$ cat config.mk
export PLATFORM = sky130hd
export DESIGN_NAME = cdb_arbiter
export DESIGN_NICKNAME = d
export VERILOG_FILES = /design/src/rtl/cdb_arbiter_pkg.sv /design/src/rtl/cdb_arbiter_rr_picker.sv /design/src/rtl/cdb_arbiter.sv
export SDC_FILE = /design/constraint.sdc
export NUM_CORES = 1
export LEC_CHECK = 0
export CORE_ASPECT_RATIO = 1.75
export CORE_MARGIN = 2
export CORE_UTILIZATION = 42
export DETAILED_ROUTE_END_ITERATION = 6
export PLACE_DENSITY_LB_ADDON = 0.12
export SYNTH_ARGS = -nofsm -noshare
export SYNTH_HDL_FRONTEND = slang
export SYNTH_SLANG_ARGS = --single-unit
$ cat constraint.sdc
create_clock -name clk -period 6.6 [get_ports clk]
set_input_delay 1.32 -clock clk [delete_from_list [all_inputs] [get_ports clk]]
set_output_delay 1.32 -clock clk [all_outputs]
set_load 0.05 [all_outputs]
$ cat src/rtl/cdb_arbiter_pkg.sv
// ============================================================================
//  Module : cdb_arbiter_pkg
//  Brief  : Shared sizes, tag constants and requester names for the CDB arbiter.
//  Rev    : 1.0  initial release
// ============================================================================
`default_nettype none

package cdb_arbiter_pkg;

    localparam int CDB_N_REQ   = 4;
    localparam int CDB_DATA_W  = 32;
    localparam int CDB_LABEL_W = 4;

    // Tag value meaning "no producer"; such a request is never granted.
    localparam logic [CDB_LABEL_W-1:0] LABEL_NONE = '0;

    typedef enum int {
        CDB_ALU = 0,
        CDB_MUL = 1,
        CDB_DIV = 2,
        CDB_LS  = 3
    } cdb_unit_e;

endpackage : cdb_arbiter_pkg

`default_nettype wire

$ cat src/rtl/cdb_arbiter_rr_picker.sv
// ============================================================================
//  Module : rr_picker
//  Brief  : Combinational rotating priority encoder (search starts at i_ptr).
//  Rev    : 1.0  initial release
// ============================================================================
`default_nettype none

module rr_picker #(
    parameter int N     = 4,
    parameter int PTR_W = 2
) (
    input  logic [N-1:0]     i_eligible,
    input  logic [PTR_W-1:0] i_ptr,
    output logic [N-1:0]     o_grant,
    output logic [PTR_W-1:0] o_grant_idx,
    output logic             o_grant_valid
);

    always_comb begin : p_pick
        int idx;
        idx           = 0;
        o_grant       = '0;
        o_grant_idx   = '0;
        o_grant_valid = 1'b0;
        for (int k = 0; k < N; k++) begin
            idx = int'(i_ptr) + k;
            if (idx >= N) begin
                idx = idx - N;
            end
            if (!o_grant_valid && i_eligible[idx]) begin
                o_grant[idx]  = 1'b1;
                o_grant_idx   = PTR_W'(idx);
                o_grant_valid = 1'b1;
            end
        end
    end

endmodule : rr_picker

`default_nettype wire

$ cat src/rtl/cdb_arbiter.sv
// ============================================================================
//  Module : cdb_arbiter
//  Brief  : Registered round-robin Common Data Bus arbiter; optional stall
//           counter enabled by defining CDB_STATS_EN.
//  Rev    : 1.0  initial release
// ============================================================================
`default_nettype none

module cdb_arbiter
    import cdb_arbiter_pkg::*;
#(
    parameter int N_REQ   = CDB_N_REQ,
    parameter int DATA_W  = CDB_DATA_W,
    parameter int LABEL_W = CDB_LABEL_W
) (
    input  logic                     clk,
    input  logic                     RST,
    input  logic [N_REQ-1:0]         require,
    input  logic [N_REQ*DATA_W-1:0]  dataIn,
    input  logic [N_REQ*LABEL_W-1:0] labelIn,
    output logic [N_REQ-1:0]         requireAC,
    output logic                     BCEN,
    output logic [DATA_W-1:0]        BCdata,
    output logic [LABEL_W-1:0]       BClabel
`ifdef CDB_STATS_EN
    ,
    output logic [15:0]              stallCnt
`endif
);

    localparam int c_PTR_W = (N_REQ > 1) ? $clog2(N_REQ) : 1;
    localparam logic [c_PTR_W-1:0] c_LAST_IDX = c_PTR_W'(N_REQ - 1);

    logic [c_PTR_W-1:0] r_ptr;
    logic               r_bc_en;
    logic [DATA_W-1:0]  r_bc_data;
    logic [LABEL_W-1:0] r_bc_label;

    logic [N_REQ-1:0]   w_eligible;
    logic [N_REQ-1:0]   w_grant;
    logic [c_PTR_W-1:0] w_grant_idx;
    logic               w_grant_valid;
    logic [c_PTR_W-1:0] w_ptr_next;
    logic [DATA_W-1:0]  w_data  [N_REQ];
    logic [LABEL_W-1:0] w_label [N_REQ];

    for (genvar i = 0; i < N_REQ; i++) begin : g_unpack
        assign w_data[i]     = dataIn[i*DATA_W +: DATA_W];
        assign w_label[i]    = labelIn[i*LABEL_W +: LABEL_W];
        assign w_eligible[i] = require[i] && (w_label[i] != LABEL_W'(LABEL_NONE));
    end

    rr_picker #(
        .N     (N_REQ),
        .PTR_W (c_PTR_W)
    ) u_picker (
        .i_eligible    (w_eligible),
        .i_ptr         (r_ptr),
        .o_grant       (w_grant),
        .o_grant_idx   (w_grant_idx),
        .o_grant_valid (w_grant_valid)
    );

    // Grant is suppressed while reset is held so no unit retires a result that is never broadcast.
    assign requireAC  = RST ? '0 : w_grant;
    assign w_ptr_next = (w_grant_idx == c_LAST_IDX) ? '0 : w_grant_idx + 1'b1;

    always_ff @(posedge clk or posedge RST) begin
        if (RST) begin
            r_ptr      <= '0;
            r_bc_en    <= 1'b0;
            r_bc_data  <= '0;
            r_bc_label <= '0;
        end else if (w_grant_valid) begin
            r_ptr      <= w_ptr_next;
            r_bc_en    <= 1'b1;
            r_bc_data  <= w_data[w_grant_idx];
            r_bc_label <= w_label[w_grant_idx];
        end else begin
            r_bc_en    <= 1'b0;
        end
    end

    assign BCEN    = r_bc_en;
    assign BCdata  = r_bc_data;
    assign BClabel = r_bc_label;

`ifdef CDB_STATS_EN
    logic        w_any_stall;
    logic [15:0] r_stall_cnt;

    assign w_any_stall = |(w_eligible & ~w_grant);

    always_ff @(posedge clk or posedge RST) begin
        if (RST) begin
            r_stall_cnt <= '0;
        end else if (w_any_stall && (r_stall_cnt != 16'hFFFF)) begin
            r_stall_cnt <= r_stall_cnt + 16'd1;
        end
    end

    assign stallCnt = r_stall_cnt;
`else
    // Statistics disabled: no stall counter is built.
`endif

endmodule : cdb_arbiter

`default_nettype wire

; ---- Word-level counts from Yosys, hierarchy flattened
; Cells that the tools add are included.
[op_classes]
addsub = 8
multipliers = 0
div_mod_pow = 0
order_cmp = 13
n_eq_ne = 1
shift = 0
muxes = 45
bitwise_logic = 4
n_reduce_logical = 18
[op_table]
columns = cell, n
row1 = 32-bit two-way mux, 6
row2 = 32-bit by 1-bit greater-or-equal comparator with 1-bit output (second input constant), 4
row3 = 32-bit by 4-bit < comparator with 1-bit output (second input constant), 4
row4 = 32-bit by 4-bit greater-or-equal comparator with 1-bit output (second input constant), 3
row5 = 32-bit by 4-bit subtractor with 32-bit output (second input constant), 3
row6 = 32-bit binary-select mux with 2-bit select, 1
row7 = 4-bit two-way mux, 7
row8 = 1-bit two-way mux, 17
row9 = 4-bit nonzero test, 4
row10 = 4-bit OR, 3
row11 = 1-bit logical AND, 11
row12 = 2-bit two-way mux, 5
row13 = 1-bit binary-select mux with 2-bit select, 4
row14 = 4-bit binary-select mux with 2-bit select, 1
row15 = 1-bit demux with 2-bit select, 4
row16 = 2-bit by 2-bit adder with 3-bit output (second input constant), 2
row17 = 2-bit by 3-bit subtractor with 4-bit output (second input constant), 1
row18 = 2-bit by 1-bit adder with 3-bit output (second input constant), 1
row19 = 2-bit by 3-bit greater-or-equal comparator with 1-bit output (second input constant), 1
row20 = 3-bit greater-or-equal comparator (second input constant), 1
row21 = 1-bit zero test, 3
row22 = 2-bit NOT with 3-bit output, 1
row23 = 2-bit by 1-bit adder with 2-bit output (second input constant), 1
row24 = 2-bit equality test (second input constant), 1
[totals]
ff_bits = 39
latchBits = 0
ramBits = 0
mem_bits_ro = 0
inputBits = 150
output_inout_bits = 41
word_cells = 93
memories = 0

; ---- Depth between registers and ports, before layout
[depth]
word_depth = 19
mapped_depth = 13
ltp_nobuf = 9

; ---- Hierarchy
; A second synthesis with hierarchy kept.
[hier_totals]
cells_unflattened = 265
area_unflattened_um2 = 3066.7
[modules_own_cells]
columns = module, n_inst, cells_each, area_each_um2, seq_area_each_um2
row1 = cdb_arbiter, 1, 217, 2606.2, 975.9
row2 = rr_picker, 1, 48, 460.4, 0.0

; ---- Least setup slack after synthesis
; Ideal clock, no wire load.
[synth_path]
path_kind = input to output
startpoint = in labelIn[1]
endpoint = out requireAC[0]
t_arrival_ns = 3.605
required_ns = 5.280
slack_ns = 1.675
path_stages = 7
path_buffers = 0
path_cell_list = o41a_1 -> a221oi_4 -> or2_2 -> nand2_1 -> nor3_1 -> nand2_1 -> a31oi_1
[synth_between]
elab_chain_cells = 16
word_cells_on_any_way = 31
cone_classes = mux (20) / bitwise (3) / reduce/logical (8)
[synth_lines]
columns = element, line_no
row1 = from (decl), cdb_arbiter.sv:20  ; input logic [N_REQ*LABEL_W-1:0] labelIn,
row2 = 4-bit nonzero test (*), cdb_arbiter.sv:50  ; assign w_eligible[i] = require[i] && (w_label[i] != LABEL_W'(LABEL_NONE));
row3 = 1-bit logical AND (*), cdb_arbiter.sv:50
row4 = 1-bit binary-select mux with 2-bit select, cdb_arbiter_rr_picker.sv:30  ; if (!o_grant_valid && i_eligible[idx]) begin
row5 = 1-bit two-way mux (implied by the code) (2 in a row), cdb_arbiter_rr_picker.sv:30
row6 = 1-bit two-way mux, cdb_arbiter_rr_picker.sv:30
row7 = 1-bit zero test, cdb_arbiter_rr_picker.sv:30
row8 = 1-bit logical AND, cdb_arbiter_rr_picker.sv:30
row9 = 1-bit two-way mux, cdb_arbiter_rr_picker.sv:30
row10 = 1-bit zero test, cdb_arbiter_rr_picker.sv:30
row11 = 1-bit logical AND, cdb_arbiter_rr_picker.sv:30
row12 = 1-bit two-way mux, cdb_arbiter_rr_picker.sv:30
row13 = 1-bit zero test, cdb_arbiter_rr_picker.sv:30
row14 = 1-bit logical AND, cdb_arbiter_rr_picker.sv:30
row15 = 4-bit two-way mux (*), cdb_arbiter_rr_picker.sv:30
row16 = 4-bit two-way mux (*), cdb_arbiter.sv:65  ; assign requireAC = RST ? '0 : w_grant;
row17 = to (decl), cdb_arbiter.sv:21  ; output logic [N_REQ-1:0] requireAC,
; Every way passes the cells marked *; elsewhere a longest branch is shown, timed or not. The select of a mux whose other input is x is not followed.

; ---- Worst setup path in the final report
[layout_path]
startpoint = in labelIn[1]
endpoint = out requireAC[1]
; The elaborated chain is that of the path after synthesis.

==> summary.md <==
| Metric | Value |
|---|---|
| Result of the run | finished, final reports clean |
| Register clock-pin slew on the reported worst setup and hold paths | around 0.05 ns |
| Cell-by-cell listing of the critical path | clkdlybuf4s50_1 -> o41a_1 -> a221oi_4 -> or2_2 -> nand2_1 -> nor3_1 -> nand2_1 -> a31oi_1 -> clkdlybuf4s50_1 |
| Fraction of the yosys area taken by sequential cells | between 20% and 30% |
| Number of max-slew violations in the final report | 0 |
| Setup TNS | 0 ns |
| Adder-Cell Fraction of Synth Area | ~3.1% |
| Peak supply drop | ~550 uV |
| Avg Inst Size Synth | 9.42 um^2 |
| Hold-fix buffers, CTS | 0 |
| Clk sinks | 39 |
| Multiplexer share of the synthesized area | between 2 and 2.5% |
| Max-Slew Margin vs Limit | around a quarter |
| Critical path data required time | 5.28 ns |
| Number of flops mapped to enable cells by yosys | 0 |
| Clock tree from TritonCTS | built |
| Final routed wirelength across all metal layers | about 13,000 um |
| Floorplan Core Area | around 0.0076 mm^2 |
| Largest net degree at the start of global routing | 110 |
| Leakage power | a little under 2 nW |
| Critical path class | input port to output pin |
| Peak Freq | 0.172 GHz |
| Setup WS post-layout | 0.795 ns |
| Syn_nets | between 500 and 600 |
| GRT Overall Usage | around 30% |
| Type of element launching the critical path | input port |
| Critical path arrival | between 4 and 5 ns |
| Global-route congestion overflow total | 0 |
| Buffering stage count on the worst path with inverters included | 2 |
| Cell type of the slowest stage on the worst timing path | sky130_fd_sc_hd__clkdlybuf4s50_1 |
| Vias in the first global route | 4,003 |
| DRC violation count after routing | 0 |
| Number of diodes added for antenna fixing | 0 |
| Count of final hold-check violations | 0 |
| Endpoint class of the critical path | output pin |
| Number of buffer cells added on primary ports | 190 |
| Largest family of logic cells by synthesized area | compound AO/OA/AOI/OAI gates |
| Routability-driven placement congestion ratio | 0.901 |
| Post-CTS sizing | 0 |
| Kind of cell adding the most delay to the critical path | buffers and inverters |
| Starting density of the core | approximately 43% |
| Asr flop ratio synth | 100% |
| Crit path max fanout | 5 |
| Level count of the clock H-tree | 2 |
| Fraction of synthesized cell area in xor and xnor cells | less than 1% |
| HPWL after detailed placement | ~9000 um |
| Power Dens Cells | approximately 580 mW/mm^2 |
| Y dimension of the die | 121 um |
| Compound-gate portion of the synthesized area | approximately 44% |
| Initial antenna violation count | 0 |
| Transition at the pin with the smallest max-transition slack | about 1.1 ns |
| Synth-to-Final Area Change | 62.1% |
| Count of cell types in the netlist | 50 |
| Clock tree root buffer cell | sky130_fd_sc_hd__clkbuf_16 |
| Clock insertion delay at the later pin of the skew report | between 0.2 and 0.3 ns |
| Net count reported at finish | roughly 680 |
| Total of fill cells in the finished design | 642 |
| Simple-Gate Fraction of Synth Area | a little over an eighth |
| Max Cap Viol | 0 |
| Min-Delay Path Class | register to register |
| Netlist area before placement | between 0.003 and 0.004 mm^2 |
| Commonest register cell after synthesis | sky130_fd_sc_hd__dfrtp_1 |
| Count of yosys warnings during synthesis | 0 |
| Top-Level Pins | ~190 |
| Clock buffers created by TritonCTS | 5 |
| Layout cell share with drive strength beyond 1 | under 10% |
| Floorplan die area | 0.00856 mm^2 |
| Largest clock skew in the final design | 0.00712 ns |
| Setup slack on the worst flop-to-flop path | 2.24 ns |
| DR vias | a little under 4,000 |
| Clock period minus final worst setup slack | slightly below 6 ns |
| Worst-case clock buffer depth | 2 |
| Post-Place Setup Slack | between 0.8 and 0.9 ns |
| Post-DR vias/cell | between 6 and 7 |
| Site Rows | 42 |
| Flop and latch count out of synthesis | 39 |
| Horizontal die dimension | ~70 um |
| Count of nets left with antenna violations after detail routing | 0 |
| Total setup buffers inserted after CTS | 0 |
| Cell count after synthesis | approximately 350 |
| Delay of the slowest cell on the worst path | around 0.84 ns |
| First-pass GRT wire length | ~21,000 um |
| Number of violations reported at the end of detailed-routing iteration 0 | 297 |
| Routed len/inst | about 21 um |
| Share of the clock period used by the worst path after layout | 88.0% |
| Setup repair after global routing missed its margin | false |
| Total iterations of the first detailed-routing run | 5 |
| Number of setup violations in the final report | 0 |
## tightest hold or removal path, cell delays in order (launching register included)
cell	delay, ns
sky130_fd_sc_hd__dfrtp_1	0.34
sky130_fd_sc_hd__a32oi_1	0.05
sky130_fd_sc_hd__o21ai_0	0.07
## cells by family after synthesis
group / Yosys count
multiplexers: 3
AO/OA/AOI/OAI: 177
AND/OR/NAND/NOR: 80
XOR/XNOR: 1
buffers and inverters: 40
adder cells (fa/ha/maj): 8
flip-flops: 39
## cell usage in the layout, fill, tap and decap left out, types with 4 or more instances in the layout
cell                              instances
sky130_fd_sc_hd__a22oi_1                 38
sky130_fd_sc_hd__o221ai_1                32
sky130_fd_sc_hd__nand3_1                  5
sky130_fd_sc_hd__ha_1                     8
sky130_fd_sc_hd__nand2b_1                36
sky130_fd_sc_hd__o41a_1                   4
sky130_fd_sc_hd__buf_4                    8
sky130_fd_sc_hd__o221ai_2                 4
sky130_fd_sc_hd__nor3_1                   4
sky130_fd_sc_hd__a32oi_1                 37
sky130_fd_sc_hd__clkdlybuf4s50_1        190
sky130_fd_sc_hd__nand2_1                 19
sky130_fd_sc_hd__clkbuf_16                5
sky130_fd_sc_hd__a31oi_1                  4
sky130_fd_sc_hd__o21ai_0                  8
sky130_fd_sc_hd__o21ai_1                 33
sky130_fd_sc_hd__dfrtp_1                 39
## synthesized netlist by cell type (3+ instances only)
master / count / area share, %
sky130_fd_sc_hd__dfrtp_1: 39 / 30
sky130_fd_sc_hd__a22oi_1: 38 / 8.7
sky130_fd_sc_hd__a32oi_1: 37 / 9.9
sky130_fd_sc_hd__nand2b_1: 36 / 6.9
sky130_fd_sc_hd__o21ai_1: 33 / 5.0
sky130_fd_sc_hd__o221ai_1: 32 / 8.5
sky130_fd_sc_hd__nand2_1: 19 / 2.2
sky130_fd_sc_hd__buf_2: 15 / 2.3
sky130_fd_sc_hd__clkbuf_1: 10 / 1.1
sky130_fd_sc_hd__buf_6: 8 / 2.7
sky130_fd_sc_hd__ha_1: 8 / 3.1
sky130_fd_sc_hd__o21ai_0: 8 / 1.2
sky130_fd_sc_hd__nand3_1: 5 / 0.76
sky130_fd_sc_hd__a31oi_1: 4 / 0.76
sky130_fd_sc_hd__nor3_1: 4 / 0.61
sky130_fd_sc_hd__nor4_1: 4 / 0.76
sky130_fd_sc_hd__o221ai_2: 4 / 1.8
sky130_fd_sc_hd__o41a_1: 4 / 1.4
sky130_fd_sc_hd__mux4_2: 3 / 2.1
## final timing paths
kind	start	to	depth (start not counted)
setup / recovery	labelIn[1]	requireAC[1]	9
hold / removal	BCdata[31]	BCdata[31]	2
setup reg to reg	r_ptr[0]	BCdata[30]	10
hold reg to reg	BCdata[31]	BCdata[31]	2
max in group asynchronous	RST	r_ptr[0]	3
min in group asynchronous	RST	BCdata[30]	3
## per-layer routing
layer  up-vias  GRT usage [%]  share of wire (%)
met5         -              0                  0
met4         0           15.8                5.0
met3        40           5.07                6.3
met2       202           54.0                 53
met1      1895           34.1                 35
li1       1793              -                  -
## stage by stage
step                      instance area, um^2  util, %  cells  total power [mW]  hold slack [ns]
after global routing                     5310     70.2    606              3.28            0.532
final                                    5310     70.2    606              3.08            0.495
after detailed placement                 5140     67.9    598              2.77            0.483
after floorplan                          3280        -    348              2.20            0.782
after global placement                   5140     67.9    598              2.75            0.472
after CTS                                5310     70.2    606              3.09            0.497
## sequential cells by signal, indices dropped and copies added (netlist names)
name / count
r_ptr: 2
BCdata: 32
BCEN: 1
BClabel: 4
## power breakdown
group | switching [mW] | internal [mW] | total [mW]
Clock | 0.101 | 0.190 | 0.291
Sequential | 0.0934 | 0.379 | 0.472
Combinational | 1.49 | 0.831 | 2.32
Total | 1.68 | 1.40 | 3.08
## final cells by class
type	count	area [um^2]	share of cell area (%)
multi-input combinational	269	2070	39.0
timing repair buffer	198	1960	36.9
sequential	39	976	18.4
clock buffer	6	139	2.61
tap	88	110	2.07
clock inverter	2	38.8	0.730
inverter	4	15.0	0.283
(Power assumes the default switching activity.)
